--- config.mk ---
export PLATFORM = sky130hd
export DESIGN_NAME = uart_rx
export DESIGN_NICKNAME = d
export VERILOG_FILES = /design/src/rtl/uart_pkg.sv /design/src/rtl/uart_sync2.sv /design/src/rtl/uart_rx.sv
export SDC_FILE = /design/constraint.sdc
export NUM_CORES = 1
export LEC_CHECK = 0
export CORE_MARGIN = 10
export CORE_UTILIZATION = 35
export DETAILED_ROUTE_END_ITERATION = 12
export PLACE_DENSITY = 0.55
export SETUP_SLACK_MARGIN = 0.05
export SYNTH_ARGS = -nofsm -noshare
export SYNTH_HDL_FRONTEND = slang
export SYNTH_SLANG_ARGS = --single-unit
--- constraint.sdc ---
create_clock -name clk -period 6.14 [get_ports clk]
set_input_delay 0.614 -clock clk [delete_from_list [all_inputs] [get_ports clk]]
set_output_delay 0.614 -clock clk [all_outputs]
set_load 0.02 [all_outputs]
--- src/rtl/uart_pkg.sv ---
// Shared UART definitions: receiver state encoding, frame width, line idle level.
package uart_pkg;

   localparam int unsigned UART_DATA_BITS  = 8;
   localparam logic        UART_IDLE_LEVEL = 1'b1;

   typedef enum logic [2:0] {
      IDLE   = 3'd0,
      START  = 3'd1,
      DATA   = 3'd2,
      PARITY = 3'd3,
      STOP   = 3'd4,
      BREAK  = 3'd5
   } uart_rx_state_t;

endpackage

--- src/rtl/uart_sync2.sv ---
// Generic two-flop synchronizer for an asynchronous pin; RST_VAL sets the
// level both flops take in reset.
module uart_sync2 #(
   parameter logic RST_VAL = 1'b1
) (
   input  logic clk,
   input  logic rst_n,
   input  logic d_i,
   output logic q_o
);

   logic meta_q;
   logic sync_q;

   // Two-stage capture of the asynchronous input.
   always_ff @(posedge clk or negedge rst_n) begin
      if (!rst_n) begin
         meta_q <= RST_VAL;
         sync_q <= RST_VAL;
      end else begin
         meta_q <= d_i;
         sync_q <= meta_q;
      end
   end

   assign q_o = sync_q;

endmodule

--- src/rtl/uart_rx.sv ---
// UART receiver: 8 data bits LSB-first sampled at mid-bit, valid/ready byte
// output, one-cycle framing/overrun/parity error pulses.
// Optional even parity bit when UART_RX_PARITY_EN is defined (default 8N1).
module uart_rx
   import uart_pkg::*;
#(
   parameter int unsigned CLKS_PER_BIT = 868
) (
   input  logic                      clk,
   input  logic                      rst_n,
   input  logic                      rx_uart,
   input  logic                      rx_ready,
   output logic [UART_DATA_BITS-1:0] rx_byte,
   output logic                      rx_valid,
   output logic                      rx_busy,
   output logic                      rx_frame_err,
   output logic                      rx_overrun,
   output logic                      rx_parity_err
);

   localparam int unsigned CNT_W = $clog2(CLKS_PER_BIT);
   localparam int unsigned IDX_W = $clog2(UART_DATA_BITS);
   localparam logic [CNT_W-1:0] CNT_HALF = CNT_W'((CLKS_PER_BIT - 1) / 2);
   localparam logic [CNT_W-1:0] CNT_LAST = CNT_W'(CLKS_PER_BIT - 1);
   localparam logic [IDX_W-1:0] IDX_LAST = IDX_W'(UART_DATA_BITS - 1);

   logic                      rx_s;
   uart_rx_state_t            state_q;
   logic [CNT_W-1:0]          cnt_q;
   logic [IDX_W-1:0]          idx_q;
   logic [UART_DATA_BITS-1:0] shift_q;
   logic [UART_DATA_BITS-1:0] byte_q;
   logic                      valid_q;
   logic                      busy_q;
   logic                      frame_err_q;
   logic                      overrun_q;
`ifdef UART_RX_PARITY_EN
   logic                      par_pend_q;
   logic                      par_err_q;
`endif

   uart_sync2 #(
      .RST_VAL (UART_IDLE_LEVEL)
   ) u_sync (
      .clk   (clk),
      .rst_n (rst_n),
      .d_i   (rx_uart),
      .q_o   (rx_s)
   );

   // Frame FSM with bit timing, byte delivery and error pulse generation.
   always_ff @(posedge clk or negedge rst_n) begin
      if (!rst_n) begin
         state_q     <= IDLE;
         cnt_q       <= '0;
         idx_q       <= '0;
         shift_q     <= '0;
         byte_q      <= '0;
         valid_q     <= 1'b0;
         busy_q      <= 1'b0;
         frame_err_q <= 1'b0;
         overrun_q   <= 1'b0;
`ifdef UART_RX_PARITY_EN
         par_pend_q  <= 1'b0;
         par_err_q   <= 1'b0;
`endif
      end else begin
         frame_err_q <= 1'b0;
         overrun_q   <= 1'b0;
`ifdef UART_RX_PARITY_EN
         par_err_q   <= 1'b0;
`endif
         // Acceptance; a delivery below in the same cycle overrides this.
         if (valid_q && rx_ready) begin
            valid_q <= 1'b0;
         end

         case (state_q)
            IDLE: begin
               cnt_q <= '0;
               idx_q <= '0;
               if (rx_s != UART_IDLE_LEVEL) begin
                  state_q <= START;
                  busy_q  <= 1'b1;
               end
            end

            START: begin
               if (cnt_q == CNT_HALF) begin
                  cnt_q <= '0;
                  if (rx_s == UART_IDLE_LEVEL) begin
                     // Line went back high before mid-start: treat as a glitch.
                     state_q <= IDLE;
                     busy_q  <= 1'b0;
                  end else begin
                     state_q <= DATA;
                  end
               end else begin
                  cnt_q <= cnt_q + CNT_W'(1);
               end
            end

            DATA: begin
               if (cnt_q == CNT_LAST) begin
                  cnt_q   <= '0;
                  shift_q <= {rx_s, shift_q[UART_DATA_BITS-1:1]};
                  idx_q   <= idx_q + IDX_W'(1);
                  if (idx_q == IDX_LAST) begin
`ifdef UART_RX_PARITY_EN
                     state_q <= PARITY;
`else
                     state_q <= STOP;
`endif
                  end
               end else begin
                  cnt_q <= cnt_q + CNT_W'(1);
               end
            end

`ifdef UART_RX_PARITY_EN
            PARITY: begin
               if (cnt_q == CNT_LAST) begin
                  cnt_q   <= '0;
                  state_q <= STOP;
                  if (rx_s != (^shift_q)) begin
                     par_pend_q <= 1'b1;
                  end
               end else begin
                  cnt_q <= cnt_q + CNT_W'(1);
               end
            end
`endif

            STOP: begin
               if (cnt_q == CNT_LAST) begin
                  cnt_q <= '0;
`ifdef UART_RX_PARITY_EN
                  par_pend_q <= 1'b0;
`endif
                  if (rx_s == UART_IDLE_LEVEL) begin
                     state_q <= IDLE;
                     busy_q  <= 1'b0;
`ifdef UART_RX_PARITY_EN
                     if (par_pend_q) begin
                        par_err_q <= 1'b1;
                     end else
`endif
                     if (!valid_q || rx_ready) begin
                        byte_q  <= shift_q;
                        valid_q <= 1'b1;
                     end else begin
                        overrun_q <= 1'b1;
                     end
                  end else begin
                     frame_err_q <= 1'b1;
                     state_q     <= BREAK;
                  end
               end else begin
                  cnt_q <= cnt_q + CNT_W'(1);
               end
            end

            BREAK: begin
               // Hold off until the line returns high so a stuck-low line
               // does not decode as a stream of zero bytes.
               if (rx_s == UART_IDLE_LEVEL) begin
                  state_q <= IDLE;
                  busy_q  <= 1'b0;
               end
            end

            default: begin
               state_q <= IDLE;
               busy_q  <= 1'b0;
               cnt_q   <= '0;
               idx_q   <= '0;
            end
         endcase
      end
   end

   assign rx_byte      = byte_q;
   assign rx_valid     = valid_q;
   assign rx_busy      = busy_q;
   assign rx_frame_err = frame_err_q;
   assign rx_overrun   = overrun_q;
`ifdef UART_RX_PARITY_EN
   assign rx_parity_err = par_err_q;
`else
   assign rx_parity_err = 1'b0;
`endif

endmodule

==> reports/metrics.cfg, run 1 <==
[global_route]
grt_pass1_wl_mm=5.84
antenna_found_initial=0
grt_max_degree=39
busiest_layer=met2
track_usage_pct=8.37
first_global_vias=1187
overflow=0
grtUsageMet2_pct=12.4
gr-usage-met3_pct=4.04
use_met1_pct=10.3

[setup_path]
reg2reg_setup_slack_ns=3.82
rr_endpoint=rx_byte[6]
path_class=reg2reg
r2r_cells=4
path_max_fanout=11
critPathRequiredTime_ns=6.32
crit_path_end_kind=register
r2r-start=cnt_q[2]
worstSetupStartpointType=register
crit_arrival_ns=2.50

[min_path]
hold_start=u_sync.meta_q
holdPathStages=0
hold-path-endpoint=u_sync.q_o
hp-class=reg2reg

[logic_synthesis]
synth_top_area_share_pct=49.1
netlist_area_sq_mm=0.00183
synthFlopType=dfrtp_1
ys_ff_latch=38
synth_area_per_cell_sq_um=12.1
synth_cells=152
yosysSeqAreaShare_pct=52.0
syn-num-nets=160
synth.area.top_cells=dfrtp_1, mux2_2, dfstp_2
yosysWarnings=0
synth_edf_count=0
synth_top_area_cell=dfrtp_1
yosysUniqueCellTypes=50
synthArstFlopShare_pct=100

[clocking]
cts-root-buf=clkbuf_8
clock_latency_ns=0.29
cts.repair.resized=0
cts_tree=done
post_cts_buffers=0
cts_buffers=5
clock_tree.buffer_depth=2
ctsHtreeMaxLevel=2
cts_hold_buf=0
clock_sinks=38
clk_pin_slew_ns=0.08

[finish]
regArea_sq_um=953
multiInputGateArea_sq_um=817
diodes=0
final_util_pct=41.7
design_area_sq_mm=0.00213
fillCellCount=487
area_growth_syn_to_layout_pct=16.2
drive_above_1_share_pct=25.3
finalNetCount=177

[sta]
rsz0062_at_grt=false
min_period_over_period_pct=37.7
fin_crit_ns=2.32
fin_skew_ns=0.00340
holdWs_ns=0.360
max_freq_mhz=431
setup_viol=0
tns_ns=0
slew_viol_final=0
finalHoldViolCount=0
worst_pin_slew_ns=0.835
slew_headroom_pct=44.3

[die]
rows=26
initial_core_util_pct=35.9
core_area_sq_mm=0.00511
die_y_microns=92.4
die_x_microns=92.4
ioPinCount=17
design.die.area_sq_mm=0.00854

[place]
portBuffers=15
place_congestion=0.857
hpwl_mm=2.38
placed_area_sq_mm=0.00202

[pwr]
p_leak_uw=0.000968
p_per_area_mw_per_mm2=221
irDropWorstVdd_v=0.000107

[status]
status=complete, no violations

[job]
cap_violations=0

[drt]
wirelength_mm=3.32
wire_per_inst_microns=13.8
vias=1164
drt-vias-per-instance=4.85
initialDrtViolationCount=64
antenna_left=0
first_pass_iters=4
drcViolationCount=0

worst max-delay path by stage:
stage	slack, ns	end	from
finish	3.82	rx_byte[6]	cnt_q[2]
floorplan	4.11	rx_byte[0]	cnt_q[2]
CTS	3.82	rx_byte[1]	cnt_q[2]
detailed placement	3.82	rx_byte[6]	cnt_q[2]
global route	3.73	rx_byte[7]	cnt_q[2]
global placement	3.87	rx_byte[2]	cnt_q[2]
critical path, stage by stage, from the launching register on:
cell and delay (ns):
dfrtp_1 0.43, or3b_4 0.42, or3_4 0.51, nor3b_4 0.46, mux2_2 0.39
metal layers:
metal	up-vias	routed length, microns	share of wire (%)
met5	-	0	0
met4	0	40	1.2
met3	6	231	7.0
met2	24	1430	43
met1	560	1620	49
li1	574	-	-
metrics by stage:
| step | total power [uW] | instances | setup WS (ns) |
|---|---|---|---|
| 4_1_cts | 479 | 240 | 3.82 |
| 3_5_place_dp | 264 | 232 | 3.82 |
| 6_report | 471 | 240 | 3.82 |
| 5_1_grt | 490 | 240 | 3.73 |
| 3_3_place_gp | 264 | 232 | 3.87 |
| 2_1_floorplan | 258 | 152 | 4.11 |
flip-flops by register name, indices dropped and copies added (netlist names):
signal         flops
rx_busy            1
rx_byte            8
u_sync.meta_q      1
state_q            3
rx_overrun         1
cnt_q             10
rx_valid           1
rx_frame_err       1
shift_q            8
idx_q              3
u_sync.q_o         1
cells in the final DEF, fill, tap and decap left out, drive strengths merged, types with 2 or more instances in the layout:
cell and count:
or3 4, mux2i 3, ha 4, o22ai 6, nor3 5, a21oi 4, a21o 2, xor2 6
clkbuf 5, clkinvlp 2, o21ai 3, clkdlybuf4s50 14, mux2 16, dfstp 2, o21a 2, nand3 2
and3 4, dfrtp 36, nor2 10, nand2 14, inv 4
final cells by class:
| class | count | area share (%) |
|---|---|---|
| inverter | 4 | 0.704 |
| tap | 70 | 4.11 |
| multi-input combinational | 105 | 38.3 |
| clock buffer | 5 | 3.23 |
| sequential | 38 | 44.7 |
| timing repair buffer | 15 | 6.81 |
| clock inverter | 3 | 2.11 |
Yosys cell counts (2+ instances only):
cell type   n
a21oi_1     3
mux2i_1     3
o22ai_1     5
mux2_2     16
inv_1       4
or3_1       2
buf_6       2
o21a_1      2
xor2_1      6
ha_1        4
dfrtp_1    36
and3_1      2
nor2_1      9
nand2_1    14
dfstp_2     2
nor3_1      5
and3_2      2
nand3_1     2
a21o_1      2
logic make-up (layout without fill, tap and decap cells):
logic type | count (synthesis) | count (layout) | share of synthesized area (%)
AND/OR/NAND/NOR | 52 | 52 | 17.6
flip-flops | 38 | 38 | 52.0
AO/OA/AOI/OAI | 22 | 22 | 9.21
multiplexers | 19 | 19 | 11.5
buffers and inverters | 9 | 27 | 3.48
XOR/XNOR | 7 | 7 | 3.34
adder cells (fa/ha/maj) | 4 | 4 | 2.73
other | 1 | 1 | 0.204
power by group:
part / total (uW) / internal [uW] / switching [uW]
combinational: 6.93 / 1.48 / 5.46
clock: 212 / 121 / 91.5
sequential: 252 / 251 / 0.850
total: 471 / 374 / 97.8
Note: power is estimated with default switching activity, not from simulation.
==> inputs of run 2 (changes only) <==
- PLACE_DENSITY: 0.55 -> 0.57
- clock period: 6.14 -> 1.9 ns (I/O delays scaled with it)
==> reports/metrics.cfg, run 2 (synthesis gave the netlist of run 1 again) <==
[status]
status=complete, but fails checks
violations=hold timing, setup timing

[sta]
setup_viol=29
fin_skew_ns=0.00427
slew_viol_final=0
max_freq_mhz=492
holdWs_ns=-0.00162
tns_ns=-2.64
fin_crit_ns=2.03
finalHoldViolCount=2
rsz0062_at_grt=true
min_period_over_period_pct=107
worst_pin_slew_ns=0.841
setup_ws_ns=-0.134
slew_headroom_pct=43.9

[global_route]
first_global_vias=1378
grt_max_degree=39
antenna_found_initial=0
grt_pass1_wl_mm=6.60
overflow=0
track_usage_pct=9.53

[setup_path]
worstSetupStartpointType=register
cp_cell_sequence=or3b_4 -> or3_4 -> nor3b_4 -> buf_12 -> mux2_4
crit_path_end_kind=register
cpMaxStageDelayCell=or3_4
reg2reg_setup_slack_ns=-0.13
rr_endpoint=rx_byte[6]
slowest_delay_ns=0.44
r2r_cells=5
r2r-start=cnt_q[3]
crit_start=cnt_q[3]
critPathRequiredTime_ns=2.08
path_max_fanout=8
path_class=reg2reg
crit_arrival_ns=2.21
crit_end=rx_byte[6]

[finish]
design_area_sq_mm=0.00241
finalNetCount=194
final_cell_mix=dfrtp_1, mux2_4, clkdlybuf4s50_1, nand2_1, buf_4
area_growth_syn_to_layout_pct=31.4
diodes=0
largest_reg_flops=10
layout_commonest_cell=dfrtp_1
largest-register=cnt_q
drive_above_1_share_pct=33.7

[pwr]
p_leak_uw=0.00110
p_seq_share_pct=48.8
total_power_uw=1660
power_switching_uw=321
p_comb_share_pct=1.6
irDropWorstVdd_v=0.000397
swShare_pct=19.3
p_per_area_mw_per_mm2=691
clkPwrFrac_pct=49.6
p_int_uw=1340

[drt]
drcViolationCount=0
vias=1248
wirelength_mm=3.77
wire_per_inst_microns=14.7
antenna_left=0
drt-vias-per-instance=4.86
first_pass_iters=4
initialDrtViolationCount=46

[die]
rows=26
ioPinCount=17
initial_core_util_pct=35.9
design.die.area_sq_mm=0.00854
die_y_microns=92.4
die_x_microns=92.4
core_area_sq_mm=0.00511

[clocking]
ctsHtreeMaxLevel=2
cts_tree=done
cts_buffers=5
clock_tree.buffer_depth=2
clk_pin_slew_ns=0.08
clock_sinks=38
clock_latency_ns=0.29
post_cts_buffers=0
cts-root-buf=clkbuf_8

[place]
hpwl_mm=2.65
placed_area_sq_mm=0.00217
portBuffers=15
place_congestion=0.873

[min_path]
hp-class=in2async

[job]
cap_violations=0

run 2: changes by cell type in the layout (fill, tap and decap cells not counted), sizes merged:
| cell | before | now |
|---|---|---|
| bufinv | 1 | 2 |
| buf | 1 | 18 |
| clkinv | 0 | 1 |
| clkinvlp | 2 | 0 |
run 2: worst min path at each step:
| stage | startpoint | end | slack, ns | cells after the start |
|---|---|---|---|---|
| detailed placement | u_sync.meta_q | u_sync.q_o | 0.35 | 0 |
| finish | rst_n | cnt_q[0] | -0.002 | 1 |
| floorplan | rst_n | cnt_q[0] | -0.11 | 0 |
| CTS | rst_n | shift_q[7] | 0.03 | 1 |
| global placement | rst_n | cnt_q[0] | 0.33 | 1 |
| global route | rst_n | shift_q[5] | 0.05 | 1 |
run 2: power by group through the flow:
stage	combinational [uW]	sequential (uW)	clock, uW
finish	26.7	813	825
global route	30.9	813	879
CTS	28.5	813	852
detailed placement	28.4	829	0
global placement	26.9	829	0
floorplan	4.18	830	0
run 2: per-stage QoR:
stage | utilization [%] | hold slack [ns] | std cells | worst slack (ns)
2_1_floorplan | - | -0.106 | 152 | -0.132
3_3_place_gp | 42.5 | 0.326 | 249 | -0.102
3_5_place_dp | 42.5 | 0.355 | 249 | -0.138
4_1_cts | 46.5 | 0.0281 | 257 | -0.143
5_1_grt | 47.2 | 0.0546 | 257 | -0.199
6_report | 47.2 | -0.00162 | 257 | -0.134
run 2: per-layer routing:
metal | global-route usage (%) | up-vias | wire [microns] | share of wire, %
met3 | 2.82 | 5 | 118 | 3.1
met1 | 11.4 | 625 | 1730 | 46
li1 | - | 603 | - | -
met4 | 5.53 | 0 | 78 | 2.1
met2 | 14.9 | 15 | 1840 | 49
met5 | 0 | - | 0 | 0
run 2: area by class of cell:
class	instances	area, sq um
sequential	38	953
fill	474	2700
timing repair buffer	32	309
inverter	4	15.0
multi-input combinational	105	907
clock inverter	3	68.8
tap	70	87.6
clock buffer	5	68.8
run 2: critical path: cells and delay by family, from the launching register on:
kind	cells	cell delay (ns)
buffers and inverters	1	0.16
DFF	1	0.39
and+or+nand+nor	3	1.07
muxes	1	0.30
run 2: repair_timing:
action / CTS / global route
hold buffers: 0 / 0
setup endpoints to repair: 33 / 33
endpoints found under the hold margin: 0 / 0
resized for setup: 16 / 9
pin swaps: 18 / 7
==> inputs of run 3 (changes only) <==
- CELL_PAD_IN_SITES_DETAIL_PLACEMENT: default -> 0
- CELL_PAD_IN_SITES_GLOBAL_PLACEMENT: default -> 1
- PLACE_DENSITY: 0.57 -> 0.68
- SYNTH_HIERARCHICAL: default -> 1
==> reports/metrics.cfg, run 3 <==
[setup_path]
worstSetupStartpointType=register
crit_path_end_kind=register
critPathTopFamily=simple AND/OR/NAND/NOR gates
r2r-start=cnt_q[4]
r2r_cells=5
rr_endpoint=rx_byte[7]
cp_cell_sequence=or2_1 -> or4_4 -> nor3b_4 -> buf_12 -> mux2_2
slowest_delay_ns=0.58
critPathRequiredTime_ns=2.08
path_max_fanout=8
crit_arrival_ns=2.21
crit_buf_inv=1
reg2reg_setup_slack_ns=-0.13
cpMaxStageDelayCell=or4_4
path_class=reg2reg

[clocking]
clk_pin_slew_ns=0.07
cts-root-buf=clkbuf_8
cts_hold_buf=0
cts_tree=done
clock_tree.buffer_depth=2
ctsHtreeMaxLevel=2
cts_buffers=5
clock_latency_ns=0.29
clock_sinks=38

[logic_synthesis]
synth_commonest_cells=dfrtp_1, mux2_2, nand2_1
synthArstFlopShare_pct=100
yosysWarnings=6
synth_most_common_cell=dfrtp_1
ys_ff_latch=38
synthFlopType=dfrtp_1
synth-xor-area-share_pct=1.49
yosysUniqueCellTypes=42
synth.area.top_cells=dfrtp_1, mux2_2, dfstp_2
synth_top_area_share_pct=51.2
netlist_area_sq_mm=0.00176
yosys.area_share.simple_pct=16.9
synth_edf_count=0
syn-num-nets=161
synthMuxAreaShare_pct=11.4
synth_compound_area_share_pct=10.2
synth_cells=153
synth_fa_ha_area_share_pct=2.84
synth_top_area_cell=dfrtp_1
yosysSeqAreaShare_pct=54.2
synth_area_per_cell_sq_um=11.5
synth_top_family_by_area=simple AND/OR/NAND/NOR gates

[die]
design.die.area_sq_mm=0.00826
rows=25
die_y_microns=90.9
ioPinCount=17
initial_core_util_pct=36.8
core_area_sq_mm=0.00479
die_x_microns=90.9

[sta]
rsz0062_at_grt=true
fin_crit_ns=2.03
setup_viol=11
max_freq_mhz=493
slew_viol_final=0
setup_ws_ns=-0.130
finalHoldViolCount=0
min_period_over_period_pct=107
fin_skew_ns=0.00402
slew_headroom_pct=43.3
holdWs_ns=0.000201
worst_pin_slew_ns=0.851

[global_route]
first_global_vias=1568
overflow=0
grt_max_degree=39
antenna_found_initial=0
grt_pass1_wl_mm=7.32
track_usage_pct=10.8

[finish]
final_cell_mix=buf_4, dfrtp_1, clkdlybuf4s50_1, mux2_2, nand2_1
layout_commonest_cell=buf_4
drive_above_1_share_pct=38.2
design_area_sq_mm=0.00250
diodes=0
area_growth_syn_to_layout_pct=41.9
finalNetCount=219
final_util_pct=52.2
largest_reg_flops=10
largest-register=cnt_q

[place]
portBuffers=15
place_congestion=0.850
hpwl_mm=2.74
placed_area_sq_mm=0.00213

[drt]
wirelength_mm=4.39
drcViolationCount=0
wire_per_inst_microns=15.7
drt-vias-per-instance=5.13
first_pass_iters=4
antenna_left=0
vias=1432
initialDrtViolationCount=63

[min_path]
hp-class=in2async

[status]
violations=setup timing
status=complete, but fails checks

[pwr]
p_leak_uw=0.00115
irDropWorstVdd_v=0.000317
total_power_uw=1550
p_per_area_mw_per_mm2=621

[job]
cap_violations=0

run 3: how the worst max path moves through the flow:
stage,from,end,slack [ns],cells after the start
after floorplan,cnt_q[4],rx_byte[0],-0.23,5
after CTS,cnt_q[3],rx_byte[4],-0.13,5
after global routing,cnt_q[4],rx_byte[4],-0.20,5
final,cnt_q[4],rx_byte[7],-0.13,5
after detailed placement,cnt_q[0],rx_byte[6],-0.21,6
after global placement,cnt_q[0],rx_byte[5],-0.18,6
run 3: worst register-to-register path, delay by kind of cell, from the launching register on:
kind	cells	cell delay, ns
buffers and inverters	1	0.16
muxes	1	0.33
and+or+nand+nor	3	1.05
DFF	1	0.38
run 3: repair_timing:
item	CTS	global route
buffers inserted	18	4
endpoints found under the setup margin	30	31
pin swaps	4	5
resized for setup	15	3
cloned	1	0
run 3: layout make-up:
type | instances | area [sq um]
fill | 411 | 2290
clock buffer | 7 | 86.3
tap | 67 | 83.8
inverter | 2 | 7.51
sequential | 38 | 953
timing repair buffer | 57 | 480
multi-input combinational | 107 | 855
clock inverter | 1 | 30.0
run 3: layer usage:
metal | up-vias | global-route usage (%) | routed length (microns) | share of wire [%]
met5 | - | 0 | 0 | 0
li1 | 664 | - | - | -
met3 | 11 | 3.24 | 188 | 4.3
met1 | 726 | 11.5 | 1900 | 43
met2 | 31 | 19.0 | 2190 | 50
met4 | 0 | 5.35 | 105 | 2.4
run 3: power by group:
group          switching, uW  internal (uW)  total, uW
logic                   19.0           5.15       24.2
registers               2.31            812        815
clock network            284            428        712
run 3: through the flow:
stage | worst slack [ns] | instances | setup TNS (ns)
after global routing | -0.196 | 279 | -2.54
after detailed placement | -0.214 | 249 | -3.88
after floorplan | -0.232 | 153 | -3.15
after global placement | -0.183 | 249 | -3.26
after CTS | -0.125 | 276 | -0.886
final | -0.130 | 279 | -0.978
run 3: logic make-up after synthesis:
| family | Yosys count |
|---|---|
| AOI/OAI and AO/OA | 29 |
| xor gates and xnor gates | 3 |
| adders and majority gates | 4 |
| buffers and inverters | 9 |
| DFF | 38 |
| muxes | 18 |
| other | 1 |
| and+or+nand+nor | 51 |
